File: config.mk
export PLATFORM = sky130hd
export DESIGN_NAME = fb_scanout
export DESIGN_NICKNAME = d
export VERILOG_FILES = /design/src/rtl/fb_scanout.sv
export SDC_FILE = /design/constraint.sdc
export NUM_CORES = 1
export LEC_CHECK = 0
export ABC_AREA = 1
export CAP_MARGIN = 20
export CORE_ASPECT_RATIO = 1.2
export CORE_MARGIN = 1.5
export CORE_UTILIZATION = 50
export DETAILED_ROUTE_END_ITERATION = 12
export PLACE_DENSITY = 0.77
export SLEW_MARGIN = 0
export SYNTH_ARGS = -nofsm -noshare
export SYNTH_HDL_FRONTEND = slang
export SYNTH_SLANG_ARGS = --single-unit
File: constraint.sdc
create_clock -name clk -period 3.5 [get_ports clk]
set_input_delay 0.7 -clock clk [delete_from_list [all_inputs] [get_ports clk]]
set_output_delay 0.7 -clock clk [all_outputs]
set_load 0.01 [all_outputs]
File: src/rtl/fb_scanout.sv
// VGA scan-out for the shared RGB565 framebuffer: raster counters, read-address counter,
// latency-matched sync/data-enable pipeline and a registered 12-bit RGB output stage.
module fb_scanout #(
  parameter int H_ACTIVE = 640,
  parameter int H_FP     = 16,
  parameter int H_SYNC   = 96,
  parameter int H_BP     = 48,
  parameter int V_ACTIVE = 480,
  parameter int V_FP     = 10,
  parameter int V_SYNC   = 2,
  parameter int V_BP     = 33,
  parameter int RD_LAT   = 1
) (
  input  logic        clk,
  input  logic        rstn,
  output logic [18:0] fb_addr,
  output logic        fb_rd,
  input  logic [15:0] fb_data,
  output logic [3:0]  vga_r,
  output logic [3:0]  vga_g,
  output logic [3:0]  vga_b,
  output logic        vga_hs,
  output logic        vga_vs,
  output logic        vga_de,
  output logic        vblank,
  output logic        frame_start
);

  localparam int H_TOTAL = H_ACTIVE + H_FP + H_SYNC + H_BP;
  localparam int V_TOTAL = V_ACTIVE + V_FP + V_SYNC + V_BP;
  localparam int HW      = $clog2(H_TOTAL);
  localparam int VW      = $clog2(V_TOTAL);

  localparam logic [HW-1:0] H_LAST     = HW'(H_TOTAL - 1);
  localparam logic [VW-1:0] V_LAST     = VW'(V_TOTAL - 1);
  localparam logic [HW-1:0] H_VIS      = HW'(H_ACTIVE);
  localparam logic [VW-1:0] V_VIS      = VW'(V_ACTIVE);
  localparam logic [HW-1:0] HS_START   = HW'(H_ACTIVE + H_FP);
  localparam logic [HW-1:0] HS_END     = HW'(H_ACTIVE + H_FP + H_SYNC);
  localparam logic [VW-1:0] VS_START   = VW'(V_ACTIVE + V_FP);
  localparam logic [VW-1:0] VS_END     = VW'(V_ACTIVE + V_FP + V_SYNC);

  logic [HW-1:0] h_cnt;
  logic [VW-1:0] v_cnt;
  logic [18:0]   addr_cnt;
  logic          active;
  logic          hs_raw;
  logic          vs_raw;
  logic          line_end;
  logic          frame_end;

  logic [RD_LAT-1:0] act_sr;
  logic [RD_LAT-1:0] hs_sr;
  logic [RD_LAT-1:0] vs_sr;

  logic unused_fb_bits;
  assign unused_fb_bits = ^{fb_data[11], fb_data[6:5], fb_data[0]};

  assign line_end  = (h_cnt == H_LAST);
  assign frame_end = line_end && (v_cnt == V_LAST);

  // Counters sit at (0,0) during reset; gating with rstn keeps fb_rd and frame_start
  // low until release, so the first post-reset cycle is pixel (0,0) with its pulse.
  assign active      = rstn && (h_cnt < H_VIS) && (v_cnt < V_VIS);
  assign frame_start = rstn && (h_cnt == '0) && (v_cnt == '0);
  assign vblank      = (v_cnt >= V_VIS);
  assign hs_raw      = !((h_cnt >= HS_START) && (h_cnt < HS_END));
  assign vs_raw      = !((v_cnt >= VS_START) && (v_cnt < VS_END));

  assign fb_addr = addr_cnt;
  assign fb_rd   = active;

  // NOTE: sequential state is written only with non-blocking assignments so every
  // register samples pre-edge values regardless of block evaluation order.
  always_ff @(posedge clk or negedge rstn) begin
    if (!rstn) begin
      h_cnt    <= '0;
      v_cnt    <= '0;
      addr_cnt <= '0;
    end else begin
      if (line_end) begin
        h_cnt <= '0;
        v_cnt <= (v_cnt == V_LAST) ? '0 : v_cnt + VW'(1);
      end else begin
        h_cnt <= h_cnt + HW'(1);
      end

      if (frame_end)   addr_cnt <= '0;
      else if (active) addr_cnt <= addr_cnt + 19'd1;
    end
  end

  // Delay line matching the framebuffer read latency.
  always_ff @(posedge clk or negedge rstn) begin
    if (!rstn) begin
      act_sr <= '0;
      hs_sr  <= '1;
      vs_sr  <= '1;
    end else begin
      act_sr[0] <= active;
      hs_sr[0]  <= hs_raw;
      vs_sr[0]  <= vs_raw;
      for (int i = 1; i < RD_LAT; i++) begin
        act_sr[i] <= act_sr[i-1];
        hs_sr[i]  <= hs_sr[i-1];
        vs_sr[i]  <= vs_sr[i-1];
      end
    end
  end

  // Output register; fb_data is only sampled when the delayed active bit says it is real.
  always_ff @(posedge clk or negedge rstn) begin
    if (!rstn) begin
      vga_r  <= '0;
      vga_g  <= '0;
      vga_b  <= '0;
      vga_de <= 1'b0;
      vga_hs <= 1'b1;
      vga_vs <= 1'b1;
    end else begin
      vga_de <= act_sr[RD_LAT-1];
      vga_hs <= hs_sr[RD_LAT-1];
      vga_vs <= vs_sr[RD_LAT-1];
      if (act_sr[RD_LAT-1]) begin
        vga_r <= fb_data[15:12];
        vga_g <= fb_data[10:7];
        vga_b <= fb_data[4:1];
      end else begin
        vga_r <= '0;
        vga_g <= '0;
        vga_b <= '0;
      end
    end
  end

endmodule
==> results of run 1 <==
[cell type report]
type / instances / share of cell area [%]
Multi-Input combinational cell: 243 / 32.5
Tap cell: 64 / 2.19
Clock buffer: 10 / 3.76
Sequential cell: 57 / 39.1
Clock inverter: 6 / 2.87
Inverter: 55 / 5.64
Timing Repair Buffer: 52 / 13.9
[per-stage QoR]
| step | power (W) | cell area (sq um) | hold WS [ns] |
|---|---|---|---|
| floorplan | 0.000849 | 2890 | 0.345 |
| finish | 0.00172 | 3660 | 0.356 |
| global route | 0.00179 | 3660 | 0.356 |
| detailed placement | 0.000978 | 3420 | 0.347 |
| global placement | 0.000973 | 3420 | 0.346 |
| CTS | 0.00173 | 3660 | 0.357 |
[power groups by stage]
stage                     Clock, W  Combinational, W  Sequential [W]
after floorplan                  0         0.0000819        0.000767
after global placement           0          0.000214        0.000759
after detailed placement         0          0.000218        0.000760
after CTS                 0.000767          0.000220        0.000748
after global routing      0.000795          0.000240        0.000755
final                     0.000753          0.000217        0.000749
[cell families (layout without fill, tap and decap cells)]
kind of cell / Yosys count / count (layout) / share of synthesized area, %
and+or+nand+nor: 198 / 198 / 30.4
buffers and inverters: 63 / 123 / 9.11
DFF: 57 / 57 / 49.6
AOI/OAI and AO/OA: 28 / 28 / 5.07
xor gates and xnor gates: 12 / 12 / 3.64
adders and majority gates: 5 / 5 / 2.17
[metal layers]
metal	vias up	GRT usage [%]	part of all wire (%)
met3	13	5.35	3.7
li1	1269	-	-
met1	1215	26.2	43
met5	-	0	0
met4	0	9.09	1.7
met2	67	37.1	52
[worst min-delay path by stage]
stage | start | to | slack, ns | cells after the start
floorplan | hs_sr | vga_hs | 0.35 | 0
global placement | vs_sr | vga_vs | 0.35 | 0
detailed placement | hs_sr | vga_hs | 0.35 | 0
CTS | hs_sr | vga_hs | 0.36 | 0
global route | vs_sr | vga_vs | 0.36 | 0
finish | hs_sr | vga_hs | 0.36 | 0
[sequential cells by signal, summed over array words and instances (netlist names)]
register,flops
fb_addr,19
h_cnt,10
v_cnt,10
vga_b,4
vga_g,4
vga_r,4
act_sr,1
hs_sr,1
vga_de,1
vga_hs,1
vga_vs,1
vs_sr,1
[layout by cell type (no fill, tap or decap)]
cell type	synthesis	layout
clkdlybuf4s50_1	0	49
nor2_2	3	3
clkbuf_8	0	10
nand3_2	1	1
inv_2	2	2
buf_4	2	2
nand2_4	2	2
o2111ai_1	1	1
buf_2	3	1
nand2_1	84	84
inv_1	53	53
nor2_1	42	42
dfrtp_1	53	53
o21ai_0	18	18
nand3b_1	3	3
nor4_1	2	2
nor3_1	7	7
xor2_1	5	5
nand4_1	10	10
xnor2_1	7	7
ha_1	5	5
a21oi_1	8	8
clkinv_2	0	3
dfstp_2	4	4
a21boi_0	1	1
bufinv_16	0	3
nand3_1	44	44
[critical path, cell delays in order, from the launching register on]
cell and delay, ns:
dfrtp_1 0.43, nand2_1 0.11, nor2_2 0.07, nor2_2 0.15
nand2_4 0.17, inv_2 0.28, clkdlybuf4s50_1 0.60
==> flow_summary.ini, run 1 <==
[final_layout]
num_antenna_cells = 0
syn_to_final_growth_pct = 26.9
layout.nets = 441
final_util_pct = 65.0
drive_gt1_share_pct = 7.33
n_fill_cell = 477
multi_input_area_sq_um = 1190
stdcell_count = 487
regArea_sq_um = 1430

[timing]
min_period_ns = 2.86
drv_slew = 0
relSlewSlack_pct = 35.6
fin_setup_tns_ns = 0
setup_viol = 0
fin_skew_ns = 0.00478
final.period_utilization_pct = 81.8
finalHoldViolations = 0
fmax_mhz = 349
tightest_slew_ns = 0.964
rsz0062_at_grt = no
setup_ws_ns = 0.637

[hold_path]
hold_class = reg2reg

[setup_path]
crit_path_start_kind = flop
r2r_cells = 8
rrSetupSlack_ns = 1.36
r2r-start = v_cnt[0]
critPathMaxFanout = 18
critical_path_required_ns = 2.80
critPathCapture = fb_rd
crit_type = reg2out
critPathLaunch = v_cnt[8]
crit_path_end_kind = primary output
r2r-end = fb_addr[17]
arrival_ns = 2.16

[placement]
dp_cells = 471
dp_slack_ns = 0.690
dpl.hpwl_mm = 4.23
port_buffers = 50
place_congestion = 0.870

[routing]
avgRoutedWirePerCell_um = 13.0
vias_per_cell = 5.26
drtPass1Iterations = 5
vias = 2564
antenna_left = 0
routed_wl_mm = 6.31
first_iter_violations = 171
drcViolationCount = 0

[outcome]
status = complete, no violations

[synth]
ys_async_sr_fraction_pct = 100
yosys.cell_count.top_type = nand2_1
yosysWarnings = 0
yosys-top-cells-count = 84 x nand2_1, 53 x dfrtp_1, 53 x inv_1
synth_cell_types = 25
synthTopCellsByArea = dfrtp_1 46%, nand2_1 11%, nand3_1 7.6%, inv_1 6.9%, nor2_1 5.5%
seq_area_frac_synth_pct = 49.6
synth_seq_cells = 57
synth_top_area_share_pct = 46.0
postSynthAreaPerCell_sq_um = 7.95
mappedNetlistArea_sq_um = 2890
syn_nets = 386
syn_inst = 363
synth_edf_count = 0
yosysTopAreaCell = dfrtp_1
synth_flop_cell = dfrtp_1

[floorplan]
core-area_sq_um = 5630
die_h_um = 86.2
die_area_sq_um = 6240
die_w_um = 72.3
initial_core_util_pct = 51.2
ios = 55
num_rows = 30

[clock_tree]
cts_buffer_depth = 2
cts_hold_buf = 0
cts.repair.resized = 0
cts_root_buffer = clkbuf_8
postCtsSetupBuffers = 0
cts_tree = done
clock_latency_ns = 0.34
cts_buffers = 9
h-tree-depth = 3
clk_pin_slew_worst_paths_ns = 0.07
cts.sinks = 57

[global_route]
grt_usage_pct = 21.8
gr-total-overflow = 0
antenna_found_initial = 0
grt_pass1_vias = 2381
grt_pass1_wl_mm = 10.5
grt_max_degree = 58

[power]
intPower_w = 0.00130
net-switching-power_w = 0.000420
p_per_area_nw_per_um2 = 469
seqPwrFrac_pct = 43.6
clockPowerShare_pct = 43.8
switching_share_pct = 24.4
p_leak_nw = 1.76
ir_drop_uv = 430
p_comb_share_pct = 12.6

[job]
cap_violations = 0
No activity file was read; power rests on OpenSTA's default activity.
==> run 2: changes to the inputs <==
==> constraint.sdc (replaced) <==
create_clock -name clk -period 3 [get_ports clk]
set_input_delay 0.6 -clock clk [delete_from_list [all_inputs] [get_ports clk]]
set_output_delay 0.6 -clock clk [all_outputs]
set_load 0.01 [all_outputs]
==> run 2 against run 1 <==
Sequential power up 17%. Setup slack worse by 0.37 ns. Global-route usage about the same. Sequential share of layout area about the same. Clock power up 11%. Cell count up 0.41%. Hold slack worse by 0.22 ns. Die area unchanged. Sequential cell count unchanged. Routed wire length down 1.8%. Critical path depth down 1. Clock skew up 0.0039 ns.
==> flow_summary.ini, run 2 (synthesis results as in run 1) <==
[outcome]
status = complete, no violations

[clock_tree]
cts_hold_buf = 0
postCtsSetupBuffers = 0
clk_pin_slew_worst_paths_ns = 0.06
h-tree-depth = 3
cts_buffer_depth = 2
cts_buffers = 9
cts.repair.resized = 0
cts_tree = done
cts.sinks = 57
clock_latency_ns = 0.35
cts_root_buffer = clkbuf_8

[setup_path]
arrival_ns = 2.13
critPathLaunch = v_cnt[0]
crit_type = reg2out
critPathBufInv = 2
cp_slowest_stage_delay_ns = 0.60
critical_path_required_ns = 2.40
critPathTopFamily = buffers and inverters
crit_path_top_delay_cell = clkdlybuf4s50_1
path_cells = inv_1 -> ha_1 -> nand4_1 -> nor4_1 -> clkdlybuf4s50_1
crit_path_start_kind = flop
critPathMaxFanout = 6
r2r-start = fb_addr[0]
r2r_cells = 7
crit_path_end_kind = primary output
critical_path_cell_count = 5

[global_route]
grt_pass1_wl_mm = 10.5
gr-total-overflow = 0
grt_usage_pct = 21.8
grt_max_degree = 50
antenna_found_initial = 0
grt_pass1_vias = 2358

[timing]
setup_viol = 0
min_period_ns = 2.73
rsz0062_at_grt = no
fin_setup_tns_ns = 0
drv_slew = 0
fmax_mhz = 366
tightest_slew_ns = 0.604
fin_skew_ns = 0.00863
finalHoldViolations = 0
whs_ns = 0.131
relSlewSlack_pct = 59.7
final.period_utilization_pct = 91.1
setup_ws_ns = 0.268

[hold_path]
hold_class = in2async

[floorplan]
ios = 55
die_area_sq_um = 6240
die_h_um = 86.2
num_rows = 30
initial_core_util_pct = 51.2
core-area_sq_um = 5630
die_w_um = 72.3

[power]
p_per_area_nw_per_um2 = 535
seqPwrFrac_pct = 44.6
intPower_w = 0.00146
p_comb_share_pct = 12.9
clockPowerShare_pct = 42.5
switching_share_pct = 25.8
net-switching-power_w = 0.000505
ir_drop_uv = 344
p_leak_nw = 1.76

[placement]
dpl.hpwl_mm = 4.34
dp_slack_ns = 0.469
port_buffers = 50
place_congestion = 0.876

[routing]
drtPass1Iterations = 4
routed_wl_mm = 6.20
avgRoutedWirePerCell_um = 12.7
vias_per_cell = 5.22
antenna_left = 0
first_iter_violations = 177
drcViolationCount = 0
vias = 2551

[final_layout]
n_fill_cell = 491
syn_to_final_growth_pct = 27.0
num_antenna_cells = 0
final_common_cell = nand2_1
regArea_sq_um = 1430
multi_input_area_sq_um = 1190
final_cell_mix = 84 x nand2_1, 53 x inv_1, 53 x dfrtp_1
largest_reg_flops = 19
drive_gt1_share_pct = 7.76
layout.nets = 443

[job]
cap_violations = 0
run 2: cell count changes in the layout (fill, tap and decap cells not counted):
| cell | change |
|---|---|
| buf_4 | +2 |
| bufinv_16 | -1 |
| clkbuf_8 | +1 |
| clkinv_2 | -1 |
| clkinvlp_4 | +1 |
run 2: worst paths after layout:
kind / to / slack [ns]
setup / recovery: frame_start / 0.27
hold / removal: v_cnt[9] / 0.13
setup reg to reg: fb_addr[14] / 1.31
hold reg to reg: vga_vs / 0.35
max in group asynchronous: h_cnt[5] / 1.98
min in group clk: vga_vs / 0.35
run 2: metal layers:
layer  part of all wire (%)  up-vias  global-route usage (%)
met3                    4.5       14                    5.81
met2                     51       76                    36.8
met1                     42     1190                    25.7
li1                       -     1271                       -
met4                    2.2        0                    10.5
met5                      0        -                       0
run 2: final cells by class:
cell class / count / share of cell area, %
flip-flops and latches: 57 / 39.1
multi-input cells: 243 / 32.5
repair buffers: 54 / 14.3
inverters: 55 / 5.64
clock buffers: 11 / 4.13
well taps: 64 / 2.19
clock inverters: 5 / 2.12
run 2: stage by stage:
stage	area [sq um]	power (W)	std cells	util (%)
6_report	3660	0.00196	489	65.1
5_1_grt	3660	0.00204	489	65.1
4_1_cts	3660	0.00197	489	65.1
3_5_place_dp	3430	0.00114	473	61.0
3_3_place_gp	3430	0.00114	473	61.0
2_1_floorplan	2890	0.000991	363	-
run 2: power by group through the flow:
stage	Sequential, W	Combinational, W	Clock [W]
2_1_floorplan	0.000895	0.0000956	0
3_3_place_gp	0.000885	0.000251	0
3_5_place_dp	0.000887	0.000255	0
4_1_cts	0.000873	0.000257	0.000845
5_1_grt	0.000880	0.000282	0.000882
6_report	0.000874	0.000253	0.000834
